## config.mk

```make
export PLATFORM = sky130hd
export DESIGN_NAME = poly_modsub_seq_flat
export DESIGN_NICKNAME = d
export VERILOG_FILES = /design/src/rtl/poly_modsub_seq_if.sv /design/src/rtl/poly_modsub_seq.sv /design/src/flat_wrapper.sv
export SDC_FILE = /design/constraint.sdc
export NUM_CORES = 1
export LEC_CHECK = 0
export BUFFER_PORTS_ARGS = -buffer_cell sky130_fd_sc_hd__buf_4
export CORE_MARGIN = 2
export CORE_UTILIZATION = 45
export DETAILED_ROUTE_END_ITERATION = 10
export GPL_TIMING_DRIVEN = 0
export PLACE_DENSITY = 0.65
export SLEW_MARGIN = 40
export SYNTH_ARGS = -nofsm -noshare
export SYNTH_HDL_FRONTEND = slang
export SYNTH_SLANG_ARGS = --single-unit
```

## constraint.sdc

```tcl
create_clock -name clk_i -period 6.5 [get_ports clk_i]
set_input_delay 0.975 -clock clk_i [delete_from_list [all_inputs] [get_ports clk_i]]
set_output_delay 0.975 -clock clk_i [all_outputs]
set_load 0.005 [all_outputs]
```

## src/rtl/poly_modsub_seq_if.sv

```systemverilog
// rtl/poly_modsub_seq_if.sv - handshake and coefficient-memory bus of poly_modsub_seq
//
// Groups every non-clock/reset signal of the sequencer.
//   slave  : the sequencer side (takes start/config/read data, drives reads/writes/status)
//   master : the controlling FSM + memory side
// Optional feature macro: POLY_MODSUB_ADD_EN adds op_i (0 = subtract, 1 = add).
interface poly_modsub_seq_if #(
  parameter int DATA_WIDTH = 16,
  parameter int ADDR_WIDTH = 8
);
  logic                  start_i;
  logic [DATA_WIDTH-1:0] modulus_i;
  logic [ADDR_WIDTH-1:0] base_a_i;
  logic [ADDR_WIDTH-1:0] base_b_i;
  logic [ADDR_WIDTH-1:0] base_c_i;
`ifdef POLY_MODSUB_ADD_EN
  logic                  op_i;
`endif
  logic                  rd_en_o;
  logic [ADDR_WIDTH-1:0] rd_addr_a_o;
  logic [ADDR_WIDTH-1:0] rd_addr_b_o;
  logic [DATA_WIDTH-1:0] rd_data_a_i;
  logic [DATA_WIDTH-1:0] rd_data_b_i;
  logic                  wr_en_o;
  logic [ADDR_WIDTH-1:0] wr_addr_o;
  logic [DATA_WIDTH-1:0] wr_data_o;
  logic                  busy_o;
  logic                  done_o;

  modport slave (
`ifdef POLY_MODSUB_ADD_EN
    input  op_i,
`endif
    input  start_i, modulus_i, base_a_i, base_b_i, base_c_i,
    input  rd_data_a_i, rd_data_b_i,
    output rd_en_o, rd_addr_a_o, rd_addr_b_o,
    output wr_en_o, wr_addr_o, wr_data_o,
    output busy_o, done_o
  );

  modport master (
`ifdef POLY_MODSUB_ADD_EN
    output op_i,
`endif
    output start_i, modulus_i, base_a_i, base_b_i, base_c_i,
    output rd_data_a_i, rd_data_b_i,
    input  rd_en_o, rd_addr_a_o, rd_addr_b_o,
    input  wr_en_o, wr_addr_o, wr_data_o,
    input  busy_o, done_o
  );
endinterface

```

## src/rtl/poly_modsub_seq.sv

```systemverilog
// rtl/poly_modsub_seq.sv - streams c[i] = (a[i] - b[i]) mod q over a whole polynomial
//
// Ports:
//   clk_i : clock, rising edge
//   rst_i : asynchronous active-high reset
//   bus   : poly_modsub_seq_if.slave (start/config, paired reads from banks A/B,
//           destination writes, busy/done status)
// Pipeline: read issue -> (1 cycle memory) compute+register -> write, 1 coeff/cycle.
// Optional feature macro: POLY_MODSUB_ADD_EN (op_i selects modular add when 1).
module poly_modsub_seq #(
  parameter int DATA_WIDTH = 16,
  parameter int ADDR_WIDTH = 8,
  parameter int N_COEFFS   = 256
) (
  input  logic             clk_i,
  input  logic             rst_i,
  poly_modsub_seq_if.slave bus
);

  typedef enum logic [1:0] {
    S_IDLE   = 2'd0,
    S_RUN    = 2'd1,
    S_DRAIN  = 2'd2,
    S_FINISH = 2'd3
  } state_t;

  localparam logic [ADDR_WIDTH-1:0] LAST_IDX = ADDR_WIDTH'(N_COEFFS - 1);

  state_t                state, state_nx;
  logic                  start_ok;

  logic [ADDR_WIDTH-1:0] idx;
  logic [ADDR_WIDTH-1:0] idx_d;
  logic [DATA_WIDTH-1:0] q;
  logic [ADDR_WIDTH-1:0] base_a, base_b, base_c;
  logic                  valid_d;
`ifdef POLY_MODSUB_ADD_EN
  logic                  op_add;
`endif

  logic                  rd_en, busy, done;
  logic                  wr_en;
  logic [ADDR_WIDTH-1:0] wr_addr;
  logic [DATA_WIDTH-1:0] wr_data;

  logic [DATA_WIDTH:0]   qx, ax, bx, t;
  logic [DATA_WIDTH-1:0] r;

  assign start_ok = (state == S_IDLE) && bus.start_i;

  // state register
  always_ff @(posedge clk_i or posedge rst_i) begin
    if (rst_i) begin
      state <= S_IDLE;
    end else begin
      state <= state_nx;
    end
  end

  // next-state logic
  always_comb begin
    state_nx = state;
    case (state)
      S_IDLE:   if (bus.start_i) state_nx = S_RUN;
      S_RUN:    if (idx == LAST_IDX) state_nx = S_DRAIN;
      // first DRAIN cycle still has the last read's data in flight; once the
      // delay flag drops, the final write is on the bus this cycle
      S_DRAIN:  if (!valid_d) state_nx = S_FINISH;
      S_FINISH: state_nx = S_IDLE;
      default:  state_nx = S_IDLE;
    endcase
  end

  // state-decoded outputs
  always_comb begin
    rd_en = 1'b0;
    busy  = 1'b0;
    done  = 1'b0;
    case (state)
      S_RUN:    begin rd_en = 1'b1; busy = 1'b1; end
      S_DRAIN:  busy = 1'b1;
      S_FINISH: done = 1'b1;
      default:  ;
    endcase
  end

  // Modular arithmetic on DATA_WIDTH+1 bits so a + q - b never overflows.
  assign qx = {1'b0, q};
  assign ax = {1'b0, bus.rd_data_a_i};
  assign bx = {1'b0, bus.rd_data_b_i};
`ifdef POLY_MODSUB_ADD_EN
  assign t  = op_add ? (ax + bx) : (ax + qx - bx);
`else
  assign t  = ax + qx - bx;
`endif
  assign r  = (t >= qx) ? DATA_WIDTH'(t - qx) : DATA_WIDTH'(t);

  // datapath and configuration registers
  always_ff @(posedge clk_i or posedge rst_i) begin
    if (rst_i) begin
      idx     <= '0;
      idx_d   <= '0;
      q       <= '0;
      base_a  <= '0;
      base_b  <= '0;
      base_c  <= '0;
      valid_d <= 1'b0;
      wr_en   <= 1'b0;
      wr_addr <= '0;
      wr_data <= '0;
`ifdef POLY_MODSUB_ADD_EN
      op_add  <= 1'b0;
`endif
    end else begin
      valid_d <= rd_en;
      wr_en   <= valid_d;
      if (start_ok) begin
        q      <= bus.modulus_i;
        base_a <= bus.base_a_i;
        base_b <= bus.base_b_i;
        base_c <= bus.base_c_i;
        idx    <= '0;
`ifdef POLY_MODSUB_ADD_EN
        op_add <= bus.op_i;
`endif
      end else if (state == S_RUN) begin
        idx <= idx + 1'b1;
      end
      // index travels alongside the read so the write address lines up with its data
      if (rd_en) idx_d <= idx;
      // write address/data hold their last value between writes
      if (valid_d) begin
        wr_data <= r;
        wr_addr <= base_c + idx_d;
      end
    end
  end

  assign bus.rd_en_o     = rd_en;
  assign bus.rd_addr_a_o = base_a + idx;
  assign bus.rd_addr_b_o = base_b + idx;
  assign bus.wr_en_o     = wr_en;
  assign bus.wr_addr_o   = wr_addr;
  assign bus.wr_data_o   = wr_data;
  assign bus.busy_o      = busy;
  assign bus.done_o      = done;

endmodule

```

## src/flat_wrapper.sv

```systemverilog
// flat-port wrapper written by rule: the top's interface ports become plain ports
module poly_modsub_seq_flat 
#(
  parameter int DATA_WIDTH = 16,
  parameter int ADDR_WIDTH = 8,
  parameter int N_COEFFS   = 256
)
  (clk_i, rst_i, bus_start_i, bus_modulus_i, bus_base_a_i, bus_base_b_i, bus_base_c_i, bus_rd_data_a_i, bus_rd_data_b_i, bus_rd_en_o, bus_rd_addr_a_o, bus_rd_addr_b_o, bus_wr_en_o, bus_wr_addr_o, bus_wr_data_o, bus_busy_o, bus_done_o);
  poly_modsub_seq_if #(.DATA_WIDTH(DATA_WIDTH), .ADDR_WIDTH(ADDR_WIDTH)) bus_i ();
  input  logic clk_i;
  input  logic rst_i;
  input wire logic [$bits(bus_i.start_i)-1:0] bus_start_i;
  input wire logic [$bits(bus_i.modulus_i)-1:0] bus_modulus_i;
  input wire logic [$bits(bus_i.base_a_i)-1:0] bus_base_a_i;
  input wire logic [$bits(bus_i.base_b_i)-1:0] bus_base_b_i;
  input wire logic [$bits(bus_i.base_c_i)-1:0] bus_base_c_i;
  input wire logic [$bits(bus_i.rd_data_a_i)-1:0] bus_rd_data_a_i;
  input wire logic [$bits(bus_i.rd_data_b_i)-1:0] bus_rd_data_b_i;
  output wire logic [$bits(bus_i.rd_en_o)-1:0] bus_rd_en_o;
  output wire logic [$bits(bus_i.rd_addr_a_o)-1:0] bus_rd_addr_a_o;
  output wire logic [$bits(bus_i.rd_addr_b_o)-1:0] bus_rd_addr_b_o;
  output wire logic [$bits(bus_i.wr_en_o)-1:0] bus_wr_en_o;
  output wire logic [$bits(bus_i.wr_addr_o)-1:0] bus_wr_addr_o;
  output wire logic [$bits(bus_i.wr_data_o)-1:0] bus_wr_data_o;
  output wire logic [$bits(bus_i.busy_o)-1:0] bus_busy_o;
  output wire logic [$bits(bus_i.done_o)-1:0] bus_done_o;
  assign bus_i.start_i = bus_start_i;
  assign bus_i.modulus_i = bus_modulus_i;
  assign bus_i.base_a_i = bus_base_a_i;
  assign bus_i.base_b_i = bus_base_b_i;
  assign bus_i.base_c_i = bus_base_c_i;
  assign bus_i.rd_data_a_i = bus_rd_data_a_i;
  assign bus_i.rd_data_b_i = bus_rd_data_b_i;
  assign bus_rd_en_o = bus_i.rd_en_o;
  assign bus_rd_addr_a_o = bus_i.rd_addr_a_o;
  assign bus_rd_addr_b_o = bus_i.rd_addr_b_o;
  assign bus_wr_en_o = bus_i.wr_en_o;
  assign bus_wr_addr_o = bus_i.wr_addr_o;
  assign bus_wr_data_o = bus_i.wr_data_o;
  assign bus_busy_o = bus_i.busy_o;
  assign bus_done_o = bus_i.done_o;
  poly_modsub_seq #(.DATA_WIDTH(DATA_WIDTH), .ADDR_WIDTH(ADDR_WIDTH), .N_COEFFS(N_COEFFS)) u_core (.clk_i(clk_i), .rst_i(rst_i), .bus(bus_i));
endmodule
```

==> results of run 1 <==
-- layout make-up --
class / count / area (um2) / area share (%)
multi-input cells: 474 / 3700 / 48.2
flip-flops and latches: 84 / 2100 / 27.4
repair buffers: 119 / 913 / 11.9
inverters: 94 / 358 / 4.67
clock buffers: 9 / 225 / 2.94
well taps: 176 / 220 / 2.87
clock inverters: 7 / 81.3 / 1.06
plain buffers: 18 / 68.8 / 0.898
-- synth_stat cells, types with 2 or more instances --
master	count
a2111oi_0	2
a211oi_1	4
a21o_1	15
a21oi_1	38
a311oi_1	2
a31oi_1	14
and2_1	2
and3_1	4
and4_1	2
clkbuf_1	16
dfrtp_1	84
fa_1	20
ha_1	60
inv_1	94
mux2_2	37
nand2_1	41
nand3_1	15
nand4_1	6
nor2_1	39
nor2b_1	5
nor3_1	10
o2111ai_1	3
o211ai_1	4
o21a_1	6
o21ai_0	53
o21ai_1	3
o21bai_1	9
o31a_1	4
o31ai_1	3
or2_2	5
or3_1	5
or4_1	3
xnor2_1	30
xor2_1	15
-- state kept, by name (all words and copies together) (netlist names) --
register,cells
u_core.base_a,8
u_core.base_b,8
u_core.base_c,8
u_core.bus.wr_addr_o,8
u_core.bus.wr_data_o,16
u_core.bus.wr_en_o,1
u_core.idx,8
u_core.idx_d,8
u_core.q,16
u_core.state,2
u_core.valid_d,1
-- critical path: cells and delay by family --
family                     cells  cell delay, ps
AOI/OAI and AO/OA              6            2140
adders and majority gates      3            1240
buffers and inverters          3             600
and+or+nand+nor                5             550
muxes                          1             300
-- cells by family after synthesis --
family,count (synthesis),share of synthesized area [%]
muxes,38,6.86
and+or+nand+nor,140,10.6
buffers and inverters,112,6.78
DFF,84,33.8
AOI/OAI and AO/OA,171,17.2
xor gates and xnor gates,45,6.34
adders and majority gates,80,18.5
-- layer usage --
layer	global-route usage (%)	up-vias	wire length [um]
met2	38.8	133	7770
li1	-	2577	-
met3	4.07	21	833
met5	0	-	0
met1	28.4	2548	6850
met4	8.48	0	331
-- final timing paths --
| kind | start | to | slack (ps) | cells after the start |
|---|---|---|---|---|
| worst min register to register | u_core.valid_d | u_core.bus.wr_en_o | 430 | 0 |
| worst min-delay path | u_core.valid_d | u_core.bus.wr_en_o | 430 | 0 |
| min in group asynchronous | rst_i | u_core.bus.wr_data_o[13] | 570 | 2 |
| max in group asynchronous | rst_i | u_core.base_b[4] | 5350 | 3 |
| worst max register to register | u_core.q[6] | u_core.bus.wr_data_o[13] | 1320 | 18 |
| worst max-delay path | bus_rd_data_b_i[6] | u_core.bus.wr_data_o[13] | 950 | 18 |
-- stage by stage --
stage | cell area [um2] | utilization, % | instances
2_1_floorplan | 6220 | - | 670
3_3_place_gp | 7330 | 54.9 | 964
3_5_place_dp | 7360 | 55.1 | 965
4_1_cts | 7660 | 57.4 | 981
5_1_grt | 7660 | 57.4 | 981
6_report | 7660 | 57.4 | 981
==> results.toml, run 1 <==
[synthesis]
synth-seq-area-share_pct = 33.8
syn_area_um2 = 6220
async_flop_share_pct = 100
syn_nets = 825
yosys_warnings = 0
syn_inst = 670
synth.avg_cell_area_um2 = 9.28
synthFlopType = "dfrtp_1"
yosysTopAreaCell = "dfrtp_1"
synth-edff-count = 0
yosysUniqueCellTypes = 51
yosys-top-cells-area = "dfrtp_1, ha_1, mux2_2, fa_1, inv_1"
ys_ff_latch = 84
synth_top_area_share_pct = 33.8

[clock_network]
cts-root-buf = "clkbuf_16"
clock_latency_ps = 360
cts.sinks = 84
cts_tree = "built"
htreeDepth = 3
post_cts_resized = 0
clkTransAtPathRegs_ps = 70
post_cts.repair.setup_buffers = 0
cts_buffer_depth = 2
cts_made_buffers = 9
cts_hold_buf = 0

[global_route]
grt_use_total_pct = 22.6
grt-ovfl-total = 0
grt_pass1_vias = 5323
antenna_found_initial = 0
grt_pass1_wl_um = 26000
grt_max_degree = 60

[setup_path]
crit_fanout = 10
worstPathCellList = "buf_4, fa_1, inv_1, ha_1, a2111oi_0, o21ai_0, a21boi_0, nor2_1, mux2_2, and3_1, ha_1, nand4_1, nor2_1, a311oi_1, o2111a_1, clkbuf_1, nand3_1, a31oi_1"
slowest_delay_ps = 520
required_ps = 6770
startpoint_type = "primary input"
arrival_ps = 5820
slowest_stage = "fa_1"
worst-setup-path-type = "in2reg"
end_kind = "flop"

[sta]
setup_tns_ps = 0
finClkSkew_ps = 10.3
fmax_mhz = 180
rsz0062_at_grt = "no"
finalSetupViolCount = 0
maxSlewHeadroom_pct = 54.5
maxSlewViolCount = 0
worst_pin_slew_ps = 682
worst_slack_ps = 952
hold_viol_final = 0
whs_ps = 427
min_period_over_period_pct = 85.4
min_period_ps = 5550

[drt]
drtIter0Drc = 322
vias_per_cell = 5.38
first_pass_iters = 5
ant_nets = 0
drcViolationCount = 0
routed_wirelength_um = 15800
vias = 5279
wl_per_cell_um = 16.1

[cells_and_area]
final_common_cell = "buf_4"
drive_gt1_share_pct = 22.5
area_growth_pct = 23.2
fillers = 1223
diodes = 0
nets = 955
final_cell_mix = "buf_4, inv_1, dfrtp_1, ha_1, o21ai_0"

[placement]
dp_slack_ps = 612
portBuffers = 118
dp_hpwl_um = 12500
gp_congestion = 0.906

[floorplan]
io_pins = 119
die_y_um = 122
start_util_pct = 46.6
dieArea_um2 = 14800
rows = 42
fp.coreArea_um2 = 13300
die_width_um = 122

[hold_path]
hold_path_class = "reg2reg"

[run]
maxCapViolations = 0

[outcome]
status = "finished clean"
Power of run 1 is not shown: default switching activity piles up to over one toggle a cycle in this logic, so the estimate is an artifact.
==> run 2, diff against run 1 <==
--- a/config.mk
+++ b/config.mk
@@ -7,10 +7,10 @@
 export LEC_CHECK = 0
 export BUFFER_PORTS_ARGS = -buffer_cell sky130_fd_sc_hd__buf_4
 export CORE_MARGIN = 2
-export CORE_UTILIZATION = 45
+export CORE_UTILIZATION = 60
 export DETAILED_ROUTE_END_ITERATION = 10
 export GPL_TIMING_DRIVEN = 0
-export PLACE_DENSITY = 0.65
+export PLACE_DENSITY = 0.84
 export SLEW_MARGIN = 40
 export SYNTH_ARGS = -nofsm -noshare
 export SYNTH_HDL_FRONTEND = slang
==> run 2 against run 1 <==
  * Routed wire length fell by 0.84%
  * Worst setup slack worse by 190 ps
  * Largest cell class unchanged
  * Critical path depth decreased by 1
  * Highest routed layer unchanged
==> results.toml, run 2 (synthesis gave the netlist of run 1 again) <==
[global_route]
grt_pass1_vias = 5545
grt_pass1_wl_um = 26100
grt_max_degree = 64
grt-ovfl-total = 0
grt_use_total_pct = 29.5
antenna_found_initial = 0

[cells_and_area]
final_common_cell = "buf_4"
fin_util_pct = 73.9
nets = 955
diodes = 0
drive_gt1_share_pct = 22.5
final_cell_mix = "buf_4, inv_1, dfrtp_1, ha_1, o21ai_0"
final_area_um2 = 7520
area_growth_pct = 20.9

[run]
maxCapViolations = 0

[drt]
routed_wirelength_um = 15600
drcViolationCount = 0
vias_per_cell = 5.72
ant_nets = 0
first_pass_iters = 5
vias = 5379
wl_per_cell_um = 16.6
drtIter0Drc = 251

[sta]
worst_pin_slew_ps = 777
maxSlewViolCount = 0
finalSetupViolCount = 0
setup_tns_ps = 0
rsz0062_at_grt = "no"
maxSlewHeadroom_pct = 48.1
min_period_over_period_pct = 88.3
whs_ps = 432
finClkSkew_ps = 11.6
fmax_mhz = 174
min_period_ps = 5740
hold_viol_final = 0

[clock_network]
cts-root-buf = "clkbuf_8"
post_cts.repair.setup_buffers = 0
cts_tree = "built"
cts_buffer_depth = 2
cts_hold_buf = 0
clock_latency_ps = 370
cts_made_buffers = 9
post_cts_resized = 0
cts.sinks = 84
htreeDepth = 3
clkTransAtPathRegs_ps = 100

[setup_path]
required_ps = 6800
r2r-end = "u_core.bus.wr_data_o[8]"
worst-setup-path-type = "in2reg"
rr_worst_depth = 17
slowest_delay_ps = 640
rrSetupSlack_ps = 1120
crit_fanout = 7
end_kind = "flop"
worstPathCellList = "buf_4, fa_1, inv_1, ha_1, a2111oi_0, o21ai_0, a21boi_0, nor2_1, mux2_2, and3_1, ha_1, nand4_1, nor2_1, a311oi_1, o2111ai_1, or4_1, a31oi_1"
startpoint_type = "primary input"
slowest_stage = "or4_1"
reg2reg_from = "u_core.q[6]"
arrival_ps = 6040

[floorplan]
fp.coreArea_um2 = 10200
die_y_um = 106
dieArea_um2 = 11200
io_pins = 119
start_util_pct = 61.1
die_width_um = 106
rows = 37

[hold_path]
min_path_cells = 0
hold_end = "u_core.bus.wr_en_o"
min_from = "u_core.valid_d"
hold_path_class = "reg2reg"

[placement]
dp_hpwl_um = 12300
portBuffers = 118
gp_congestion = 0.912
placed_cell_area_um2 = 7310

[outcome]
status = "finished clean"
run 2: changes by cell type in the layout (fill, tap and decap cells not counted):
cell | before | now
clkbuf_16 | 9 | 0
clkinv_2 | 1 | 0
clkbuf_8 | 0 | 10
clkinv_4 | 2 | 1
inv_6 | 3 | 4
run 2: worst max-delay path: cells and delay by family:
kind,cells,cell delay [ps]
compound gates,6,2250
fa+ha+maj,3,1260
simple gates,5,1110
mux,1,290
buf+inv,2,150
run 2: how the worst max path moves through the flow:
stage | start | endpoint | slack [ps] | depth (start not counted)
final | bus_rd_data_b_i[6] | u_core.bus.wr_data_o[8] | 760 | 17
after global routing | bus_rd_data_b_i[6] | u_core.bus.wr_data_o[7] | 390 | 18
after CTS | bus_rd_data_b_i[6] | u_core.bus.wr_data_o[8] | 890 | 17
after detailed placement | bus_rd_data_b_i[6] | u_core.bus.wr_data_o[8] | 510 | 17
after global placement | bus_rd_data_b_i[6] | u_core.bus.wr_data_o[8] | 670 | 17
after floorplan | bus_rd_data_a_i[6] | u_core.bus.wr_data_o[8] | 1500 | 17
run 2: through the flow:
step / worst slack (ps) / instances
finish: 762 / 941
global route: 394 / 941
CTS: 891 / 941
detailed placement: 513 / 925
global placement: 674 / 924
floorplan: 1500 / 670
run 2: layout make-up:
| class | instances | area [um2] |
|---|---|---|
| multi-input cells | 474 | 3700 |
| fillers | 770 | 2660 |
| flip-flops and latches | 84 | 2100 |
| repair buffers | 119 | 913 |
| inverters | 94 | 358 |
| well taps | 136 | 170 |
| clock buffers | 10 | 138 |
| clock inverters | 6 | 76.3 |
| plain buffers | 18 | 68.8 |
run 2: per-layer routing:
| metal | wire [um] | track usage (%) | vias to the layer above | share of wire [%] |
|---|---|---|---|---|
| met5 | 0 | 0 | - | 0 |
| met4 | 304 | 9.30 | 0 | 1.9 |
| met3 | 1000 | 5.38 | 28 | 6.4 |
| met2 | 8130 | 53.5 | 195 | 52 |
| met1 | 6210 | 35.4 | 2587 | 40 |
| li1 | - | - | 2569 | - |
Power of run 2 is left out for the same reason.
==> run 3, diff against run 2 <==
--- a/config.mk
+++ b/config.mk
@@ -6,8 +6,10 @@
 export NUM_CORES = 1
 export LEC_CHECK = 0
 export BUFFER_PORTS_ARGS = -buffer_cell sky130_fd_sc_hd__buf_4
+export CELL_PAD_IN_SITES_DETAIL_PLACEMENT = 1
+export CELL_PAD_IN_SITES_GLOBAL_PLACEMENT = 2
 export CORE_MARGIN = 2
-export CORE_UTILIZATION = 60
+export CORE_UTILIZATION = 37
 export DETAILED_ROUTE_END_ITERATION = 10
 export GPL_TIMING_DRIVEN = 0
 export PLACE_DENSITY = 0.84
==> run 3 against run 2 <==
  * Non-clock buffer count is the same
  * Routed wire length rose by 17%
  * Via count shrank 0.22%
  * Clock-buffer cell count shrank 1
  * Core utilization fell by 27 points
  * Fmax decreased by 1.9%
  * Die area increased by 60%
  * Critical path type unchanged
  * Critical endpoint is now u_core.bus.wr_data_o[1]
==> results.toml, run 3 (synthesis gave the netlist of run 1 again) <==
[cells_and_area]
fin_util_pct = 46.8
final_common_cell = "buf_4"
drive_gt1_share_pct = 22.5
diodes = 0
area_growth_pct = 24.3
nets = 955
final_cell_mix = "buf_4, inv_1, dfrtp_1, ha_1, o21ai_0"

[setup_path]
required_ps = 6690
startpoint_type = "primary input"
rrSetupSlack_ps = 1020
worst-setup-path-type = "in2reg"
end_kind = "flop"
worstSetupStartpoint = "bus_rd_data_b_i[6]"
r2r-end = "u_core.bus.wr_data_o[1]"
rr_worst_depth = 18
crit_end = "u_core.bus.wr_data_o[1]"
crit_fanout = 10
reg2reg_from = "u_core.q[6]"
arrival_ps = 6040

[floorplan]
rows = 47
dieArea_um2 = 17900
start_util_pct = 37.6
die_y_um = 134
fp.coreArea_um2 = 16500
io_pins = 119
die_width_um = 134

[clock_network]
cts_tree = "built"
cts_made_buffers = 9
cts-root-buf = "clkbuf_16"
clkTransAtPathRegs_ps = 70
cts_buffer_depth = 2
post_cts.repair.setup_buffers = 0
htreeDepth = 3
clock_latency_ps = 350
cts_hold_buf = 0
cts.sinks = 84
post_cts_resized = 0

[drt]
drtIter0Drc = 164
first_pass_iters = 4
vias_per_cell = 5.24
wl_per_cell_um = 17.8
vias = 5367
drcViolationCount = 0
ant_nets = 0
routed_wirelength_um = 18300

[outcome]
status = "finished clean"

[placement]
portBuffers = 118
gp_congestion = 0.842
dp_hpwl_um = 14600

[global_route]
grt_use_total_pct = 21.7
grt-ovfl-total = 0
grt_pass1_vias = 5952
antenna_found_initial = 0
grt_max_degree = 59
grt_pass1_wl_um = 30500

[sta]
worst_pin_slew_ps = 822
min_period_ps = 5850
maxSlewHeadroom_pct = 45.2
maxSlewViolCount = 0
finalSetupViolCount = 0
setup_tns_ps = 0
min_period_over_period_pct = 90.0
hold_viol_final = 0
finClkSkew_ps = 8.64
rsz0062_at_grt = "no"
fmax_mhz = 171

[hold_path]
hold_path_class = "reg2reg"

[run]
maxCapViolations = 0
==> run 3: changes by cell type in the layout (fill, tap and decap cells not counted) <==
cell	change
clkbuf_16	+9
clkbuf_8	-10
clkinv_8	+1
inv_6	-2
clkinv_4	+1
inv_8	+1
==> run 3: worst min path at each step <==
stage,from,endpoint,cells after the start
floorplan,u_core.valid_d,u_core.bus.wr_en_o,0
global route,u_core.valid_d,u_core.bus.wr_en_o,0
detailed placement,u_core.valid_d,u_core.bus.wr_en_o,0
global placement,u_core.valid_d,u_core.bus.wr_en_o,0
finish,u_core.valid_d,u_core.bus.wr_en_o,0
CTS,u_core.valid_d,u_core.bus.wr_en_o,0
==> run 3: layer usage <==
layer	track usage (%)	routed length, um	up-vias
met5	0	0	-
met4	5.85	233	0
met1	25.7	7670	2695
li1	-	-	2569
met3	4.60	825	14
met2	39.6	9520	89
==> run 3: cell type report <==
type                            count  area, um2
Buffer                             18       68.8
Inverter                           94        358
Sequential cell                    84       2100
Clock inverter                      7       95.1
Multi-Input combinational cell    474       3700
Clock buffer                        9        225
Tap cell                          220        275
Timing Repair Buffer              119        913
Fill cell                        1946       8790
==> run 3: worst max-delay path, stage by stage <==
cell and delay, ps:
buf_4 120, fa_1 530, inv_1 50, ha_1 360, a2111oi_0 590, nor3_1 130, a21boi_0 520, nor2_1 130
mux2_2 310, and3_1 170, ha_1 360, nand4_1 120, nor2_1 80, a311oi_1 380, o2111ai_1 490, clkbuf_1 360
o21ai_0 250, a31oi_1 120
==> run 3: through the flow <==
step | cells | hold WS [ps] | instance area, um2 | setup slack (ps)
finish | 1025 | 438 | 7730 | 652
global placement | 1008 | 418 | 7380 | 429
global route | 1025 | 453 | 7730 | 382
detailed placement | 1009 | 425 | 7410 | 344
floorplan | 670 | 372 | 6220 | 1500
CTS | 1025 | 443 | 7730 | 714
Power of run 3 is left out for the same reason.
